[src/rtl/alsu.sv]
// alsu: registered arithmetic/logic/shift unit on two 3-bit operands.
// Every input is registered first, then out/leds are computed from those
// registered copies, so a new input shows up at out two rising edges later.
// Illegal requests force out to zero and blink the LED bus at clk/2.
module alsu #(
    parameter string INPUT_PRIORITY = "A",   // "A" or "B": winner when both flags set
    parameter string FULL_ADDER     = "ON"   // "ON": A+B+cin, "OFF": A+B
) (
    input  logic        clk,
    input  logic        rst,                 // asynchronous, active low
    input  logic [2:0]  A,
    input  logic [2:0]  B,
    input  logic        cin,
    input  logic        serial_in,
    input  logic        red_op_A,
    input  logic        red_op_B,
    input  logic [2:0]  opcode,
    input  logic        bypass_A,
    input  logic        bypass_B,
    input  logic        direction,
    output logic [15:0] leds,
    output logic [5:0]  out
);

    typedef enum logic [2:0] {
        OP_AND   = 3'b000,
        OP_XOR   = 3'b001,
        OP_ADD   = 3'b010,
        OP_MUL   = 3'b011,
        OP_SHIFT = 3'b100,
        OP_ROT   = 3'b101,
        OP_RSV6  = 3'b110,
        OP_RSV7  = 3'b111
    } opcode_e;

    localparam bit PRIO_A  = (INPUT_PRIORITY == "A");
    localparam bit USE_CIN = (FULL_ADDER == "ON");

    // Registered copies of every input.
    logic [2:0] a_r, b_r;
    logic       cin_r, serial_in_r, red_op_a_r, red_op_b_r;
    logic       bypass_a_r, bypass_b_r, direction_r;
    opcode_e    opcode_r;

    // Next-state values for the output registers.
    logic [5:0]  out_next;
    logic [15:0] leds_next;
    logic        invalid;
    logic [3:0]  sum;
    logic [5:0]  prod;
    logic [2:0]  sel_op;

    // Input capture stage: all requests sampled on each rising edge.
    // NOTE: sequential state uses non-blocking assignments so every register
    // samples the pre-edge value of its sources, independent of statement order.
    always_ff @(posedge clk or negedge rst) begin
        if (!rst) begin
            a_r         <= '0;
            b_r         <= '0;
            cin_r       <= 1'b0;
            serial_in_r <= 1'b0;
            red_op_a_r  <= 1'b0;
            red_op_b_r  <= 1'b0;
            opcode_r    <= OP_AND;
            bypass_a_r  <= 1'b0;
            bypass_b_r  <= 1'b0;
            direction_r <= 1'b0;
        end else begin
            a_r         <= A;
            b_r         <= B;
            cin_r       <= cin;
            serial_in_r <= serial_in;
            red_op_a_r  <= red_op_A;
            red_op_b_r  <= red_op_B;
            opcode_r    <= opcode_e'(opcode);
            bypass_a_r  <= bypass_A;
            bypass_b_r  <= bypass_B;
            direction_r <= direction;
        end
    end

    // Result selection: invalid beats bypass, bypass beats the opcode.
    // NOTE: every variable gets a default at the top of the block, so no
    // path can leave one unassigned and infer a latch.
    always_comb begin
        out_next  = out;
        leds_next = '0;
        sum       = 4'(a_r) + 4'(b_r) + 4'(cin_r & USE_CIN);
        prod      = 6'(a_r) * 6'(b_r);
        sel_op    = PRIO_A ? a_r : b_r;
        invalid   = (opcode_r == OP_RSV6) || (opcode_r == OP_RSV7) ||
                    ((red_op_a_r || red_op_b_r) &&
                     (opcode_r != OP_AND) && (opcode_r != OP_XOR));

        if (invalid) begin
            out_next  = '0;
            leds_next = ~leds;
        end else if (bypass_a_r || bypass_b_r) begin
            if (bypass_a_r && bypass_b_r) out_next = {3'b000, sel_op};
            else if (bypass_a_r)          out_next = {3'b000, a_r};
            else                          out_next = {3'b000, b_r};
        end else begin
            case (opcode_r)
                OP_AND: begin
                    if (red_op_a_r && red_op_b_r) out_next = {5'b0, &sel_op};
                    else if (red_op_a_r)          out_next = {5'b0, &a_r};
                    else if (red_op_b_r)          out_next = {5'b0, &b_r};
                    else                          out_next = {3'b000, a_r & b_r};
                end
                OP_XOR: begin
                    if (red_op_a_r && red_op_b_r) out_next = {5'b0, ^sel_op};
                    else if (red_op_a_r)          out_next = {5'b0, ^a_r};
                    else if (red_op_b_r)          out_next = {5'b0, ^b_r};
                    else                          out_next = {3'b000, a_r ^ b_r};
                end
                OP_ADD:   out_next = {2'b00, sum};
                OP_MUL:   out_next = prod;
                OP_SHIFT: out_next = direction_r ? {out[4:0], serial_in_r}
                                                 : {serial_in_r, out[5:1]};
                OP_ROT:   out_next = direction_r ? {out[4:0], out[5]}
                                                 : {out[0], out[5:1]};
                default:  out_next = '0;
            endcase
        end
    end

    // Output stage: result and LED registers.
    always_ff @(posedge clk or negedge rst) begin
        if (!rst) begin
            out  <= '0;
            leds <= '0;
        end else begin
            out  <= out_next;
            leds <= leds_next;
        end
    end

endmodule

[config.mk]
export PLATFORM = sky130hd
export DESIGN_NAME = alsu
export DESIGN_NICKNAME = d
export VERILOG_FILES = /design/src/rtl/alsu.sv
export SDC_FILE = /design/constraint.sdc
export NUM_CORES = 1
export LEC_CHECK = 0
export ABC_AREA = 1
export CORE_AREA = 2 2 68 70
export CTS_BUF_LIST = sky130_fd_sc_hd__clkbuf_8
export DETAILED_ROUTE_END_ITERATION = 10
export DIE_AREA = 0 0 70 72
export GPL_TIMING_DRIVEN = 0
export PLACE_DENSITY = 0.74
export SETUP_SLACK_MARGIN = 0.3
export SLEW_MARGIN = 10
export SYNTH_ARGS = -nofsm -noshare
export SYNTH_HDL_FRONTEND = slang
export SYNTH_SLANG_ARGS = --single-unit
export TNS_END_PERCENT = 10
[constraint.sdc]
create_clock -name clk -period 4.5 [get_ports clk]
set_input_delay 1.125 -clock clk [delete_from_list [all_inputs] [get_ports clk]]
set_output_delay 1.125 -clock clk [all_outputs]
set_load 0.01 [all_outputs]
==> metrics, run 1 <==
Peak VDD IR=roughly 0.28 mV; Static Leak=between 1 and 1.5 nW; clock-pin slew on the worst setup and hold paths=about 0.080 ns; Setup violations, final=0; CTS H-tree depth=2; Die Span Y=72 um; # nets final=around 280; Site Rows=24; Most used DFF post-synth=dfrtp_1; FF-to-FF setup slack=between 2 and 2.5 ns; hold slack=about 0.42 ns; Core Box Area=~4300 um^2; Boundary Pins=40; largest net degree at the start of global routing=39; Synth Area in Simple Gates=between 20% and 30%; total die area=5040 um^2; Die X=70 um; final hold vios=0; Period Utilization, post-route=51.7%; Setup Fix Bufs, Post-CTS=0; CTS resizes=0; Worst Skew=0.00841 ns; Slew Limit Fails=0; synthesized netlist cell count=204; outcome=finished clean; CTS tree=yes; CP peak stage delay=~0.54 ns; DRT Wirelength=3.45 mm; Initial Utilization=43.9%; maximum clock path buffer count=2; top cells by area, synth=dfrtp_1, ha_1, nand2_1; Crit Path Category=register to output pin; Reg2Reg Launch Point=a_r[1]; ant diodes=0; min-delay worst type=register to register; asr flop ratio synth=100%; post-synth top area share=about half; Port Buf Inserts=39; most frequent cell after synthesis=nand2_1; DP Wirelength=~2.7 mm; Crit. Startpoint=out[1]; Hold Buf Count CTS=0; Tmin final=~2.3 ns; relative slew slack=between 40% and 50%; R2R Path End=out[4]; CTS sink count=38; first-pass GRT wire length=between 5 and 6 mm; crit end category=output pin; CP top delay family=buffers and inverters; main combinational cell family by area after synthesis=simple AND/OR/NAND/NOR gates; CP max FO=3; YS warnings=0; XOR/XNOR share of the synthesized area=1.40%; share of cells above drive strength 1=around 8.4%; clock root buffer=clkbuf_8; Crit path required time=between 3 and 4 ns; wire per inst=11.4 um; First DRT Iteration DRCs=between 40 and 50; RSZ-0062 raised after global routing=no; Synth top cells by count=nand2_1, dfrtp_1, nor2_1; CP Depth=1; vias per inst=approximately 4.8; Synth area leader=dfrtp_1; worst skew pair latency=0.29 ns; total CTS buffers=5; worst slew pin tran=between 0.8 and 0.9 ns; vias in the first global route=between 1000 and 1500; CP Buf/Inv Count=1; fmax=about 0.43 GHz; crit-path cells=clkdlybuf4s50_1; GRT Overall Usage=between 10% and 20%; final setup TNS=0 ns; Placer Congestion=0.843; MaxCap Viol Count=0; CP endpoint=out[1]; Post-Synth Adder-Cell Area=between 10 and 15%; slowest stage cell on the critical path=clkdlybuf4s50_1; syn_area_per_cell=about 9 um^2; number of synthesized register bits=38; vias=~1400; drt first pass iters=4; area of the mapped netlist=approximately 1900 um^2; startpoint types=register; Post-synth EDFFs=0; post-synthesis sequential area ratio=about half; Worst EP arrival=approximately 1.2 ns; Antenna Nets Post-Route=0; syn nets=between 200 and 250; R2R depth=8; Area growth syn-to-layout=31.4%; Compound-Gate Fraction of Synth Area=a little over 8%; total power per unit cell area=~360 nW/um^2; global route total overflow=0; post-route DRC violation count=0; proportion of synthesized area in mux cells=0%; initial antenna violation count=0; synth unique cells=26
-- worst min-delay path by stage --
stage / endpoint / from / depth (start not counted)
5_1_grt: leds[11] / leds[11] / 1
3_3_place_gp: leds[6] / leds[6] / 1
2_1_floorplan: leds[10] / leds[10] / 1
6_report: leds[14] / leds[14] / 1
3_5_place_dp: leds[14] / leds[14] / 1
4_1_cts: leds[14] / leds[14] / 1
-- cell families after synthesis --
kind of cell,Yosys count
AOI/OAI and AO/OA,24
xor gates and xnor gates,3
adders and majority gates,15
buffers and inverters,34
DFF,38
and+or+nand+nor,90
-- final cells by class --
class                           instances  area, um^2
Fill cell                             373        1800
Sequential cell                        38         951
Multi-Input combinational cell        132         786
Timing Repair Buffer                   39         385
Inverter                               33         124
Clock buffer                            5        68.8
Clock inverter                          3        68.8
Tap cell                               52        65.1
Buffer                                  1        11.3
-- metal layers --
layer | share of wire [%] | track usage, % | vias up
met4 | 0.46 | 3.63 | 0
met1 | 47 | 20.3 | 659
li1 | - | - | 739
met3 | 6.0 | 4.44 | 4
met2 | 46 | 21.5 | 43
met5 | 0 | 0 | -
-- stage by stage --
step           worst slack, ns  total power, mW  std cells  area, um^2  util, %
6_report                  2.17            0.892        303        2460     57.7
3_5_place_dp              2.22            0.562        295        2320     54.5
5_1_grt                   2.09            0.935        303        2460     57.7
3_3_place_gp              1.51            0.558        295        2330     54.6
4_1_cts                   2.16            0.904        303        2460     57.7
2_1_floorplan             2.38            0.475        204        1870        -
-- layout by cell type (no fill, tap or decap), drive strengths merged, types with 5 or more instances in the layout --
master	synthesis	final
nand2	41	41
dfrtp	38	38
clkdlybuf4s50	0	38
nor2	33	33
inv	33	33
nand3	13	13
ha	12	12
o21ai	9	9
a21oi	7	7
clkbuf	0	5
-- power by group --
| part | leakage, nW | internal, mW | switching (mW) |
|---|---|---|---|
| Sequential | 0.462 | 0.372 | 0.0234 |
| Clock | 0.0683 | 0.222 | 0.117 |
| Combinational | 0.686 | 0.0834 | 0.0746 |
-- sequential cells by signal (all words and copies together) (netlist names) --
name         count
b_r              3
direction_r      1
leds            16
opcode_r         3
out              6
red_op_b_r       1
red_op_a_r       1
a_r              3
serial_in_r      1
bypass_b_r       1
cin_r            1
bypass_a_r       1
Power figures use the tool's default switching activity.
==> run 2, diff against run 1 <==
==> constraint.sdc (replaced) <==
create_clock -name clk -period 2.2 [get_ports clk]
set_input_delay 0.55 -clock clk [delete_from_list [all_inputs] [get_ports clk]]
set_output_delay 0.55 -clock clk [all_outputs]
set_load 0.01 [all_outputs]
==> run 2 against run 1 <==
Critical endpoint is now out[4]. Power rose by 84%. Clock skew rose by 0.0040 ns. Worst hold slack got worse by 0.087 ns. Sequential share of layout area barely moved. Largest cell class unchanged. Utilization rose by 0.23 points. First-iteration DRC count fell by 12%. Clock-buffer cell count rose by 1.
==> metrics, run 2 (synthesized netlist as in run 1, its figures left out) <==
Port Buf Inserts=39 (unchanged); ant diodes=0 (unchanged); Worst Skew=0.0124 ns (+0.00399 ns); Peak VDD IR=0.515 mV (+87%); hold slack=0.335 ns (-0.0868 ns); wire per inst=11.8 um (+3.1%); Crit Path Category=register to register; clock root buffer=clkbuf_8; worst skew pair latency=0.30 ns (about the same); relative slew slack=47.3% (+0.97 points); maximum clock path buffer count=2 (unchanged); crit-path cells=ha_4 > xnor2_2 > ha_1 > ha_2 > fa_2 > xnor2_1 > a2bb2oi_1 > nor2_1; DRT Wirelength=3.60 mm (+4.2%); min-delay worst type=input pin to asynchronous set/reset pin; final hold vios=0 (unchanged); First DRT Iteration DRCs=36 (-12%); Die X=70 um (unchanged); CP top delay family=adder cells; setup ws final=0.213 ns (-1.96 ns); max reg flops=16 (unchanged); Antenna Nets Post-Route=0 (unchanged); FF-to-FF setup slack=0.21 ns (-1.99 ns); RSZ-0062 raised after global routing=yes; Boundary Pins=40 (unchanged); CTS tree=yes; CP Buf/Inv Count=0 (-1); GRT Overall Usage=15.8% (+1.5 points); CTS sink count=38 (unchanged); Crit path required time=2.39 ns (-0.99 ns); initial antenna violation count=0 (unchanged); DP Wirelength=2.68 mm (-2.3%); dpl ws=0.119 ns (-2.10 ns); startpoint types=register; total power per unit cell area=664 nW/um^2 (+83%); fmax=0.503 GHz; Die Span Y=72 um (unchanged); global route total overflow=0 (unchanged); Area growth syn-to-layout=32.0%; total die area=5040 um^2 (unchanged); Setup violations, final=0 (unchanged); vias per inst=4.75 (-0.50%); biggest regs=leds (16), out (6); CTS H-tree depth=2 (unchanged); largest net degree at the start of global routing=39 (unchanged); most frequent cells in the layout=nand2_1, clkdlybuf4s50_1, dfrtp_1; worst slew pin tran=0.790 ns (-0.0146 ns); crit end category=register; share of cells above drive strength 1=12.6% (+4.2 points); MaxCap Viol Count=0 (unchanged); met2 Track Usage GR=26.1% (+4.7 points); vias=1452 (+0.48%); final setup TNS=0 ns (unchanged); Core Box Area=4260 um^2 (unchanged); outcome=finished clean; met1 Usage GRT=20.1% (-0.27 points); most common cell after layout, fill and taps aside=nand2_1; Period Utilization, post-route=90.3%; slowest stage cell on the critical path=dfrtp_2; Tmin final=1.99 ns; post-route DRC violation count=0 (unchanged); Initial Utilization=43.9% (unchanged); vias in the first global route=1426 (+10%); Site Rows=24 (unchanged); Slew Limit Fails=0 (unchanged); overall power=1.64 mW (+84%); first-pass GRT wire length=6.28 mm (+8.2%); CP max FO=2 (-1); Static Leak=1.21 nW (-0.66%); clock-pin slew on the worst setup and hold paths=0.08 ns (about the same); total CTS buffers=5 (unchanged); Worst EP arrival=2.18 ns (+0.98 ns); GRT met3 Usage=4.86% (+0.42 points); CP peak stage delay=0.43 ns (-0.11 ns); Top reg by flops=leds; Placer Congestion=0.820 (-2.8%); drt first pass iters=4 (unchanged); # nets final=286 (+1.1%); Hold Buf Count CTS=0 (unchanged); gr busiest metal=met2
==> run 2: cell count changes in the layout (fill, tap and decap cells not counted), sizes merged <==
cell / delta
clkinvlp: +1
buf: +3
bufinv: -2
clkbuf: +1
==> run 2: stage by stage <==
| step | instances | instance area (um^2) | util [%] |
|---|---|---|---|
| floorplan | 204 | 1890 | - |
| global placement | 295 | 2350 | 55.0 |
| detailed placement | 295 | 2340 | 54.9 |
| CTS | 305 | 2460 | 57.7 |
| global route | 306 | 2470 | 57.9 |
| finish | 306 | 2470 | 57.9 |
==> run 2: layout make-up <==
cell class,count,area (um^2)
fill,388,1790
sequential,38,956
multi-input combinational,132,811
timing repair buffer,42,408
inverter,33,124
clock buffer,6,82.6
tap,52,65.1
clock inverter,2,12.5
buffer,1,11.3
==> run 2: final timing paths <==
| path | start | to | depth (start not counted) |
|---|---|---|---|
| worst max-delay path | b_r[1] | out[4] | 8 |
| worst min-delay path | rst | opcode_r[0] | 1 |
| worst max register to register | b_r[1] | out[4] | 8 |
| worst min register to register | leds[15] | leds[15] | 1 |
| max in group asynchronous | rst | b_r[1] | 1 |
| min in group clk | leds[15] | leds[15] | 1 |
==> run 2: metal layers <==
metal	share of wire (%)	routed length (um)
met3	6.7	241
met1	44	1590
met2	48	1710
met4	1.3	47
met5	0	0
==> run 2: power by group <==
part           total, mW  internal, mW  leakage [nW]  switching (mW)
Clock              0.497         0.252        0.0472           0.246
Sequential         0.806         0.761         0.459          0.0455
Combinational      0.337         0.178         0.703           0.159
Total               1.64          1.19          1.21           0.450
==> run 2: repair_timing <==
item / CTS / global route
resized for setup: 2 / 1
buffers inserted: 2 / 1
setup endpoints to repair: 3 / 4
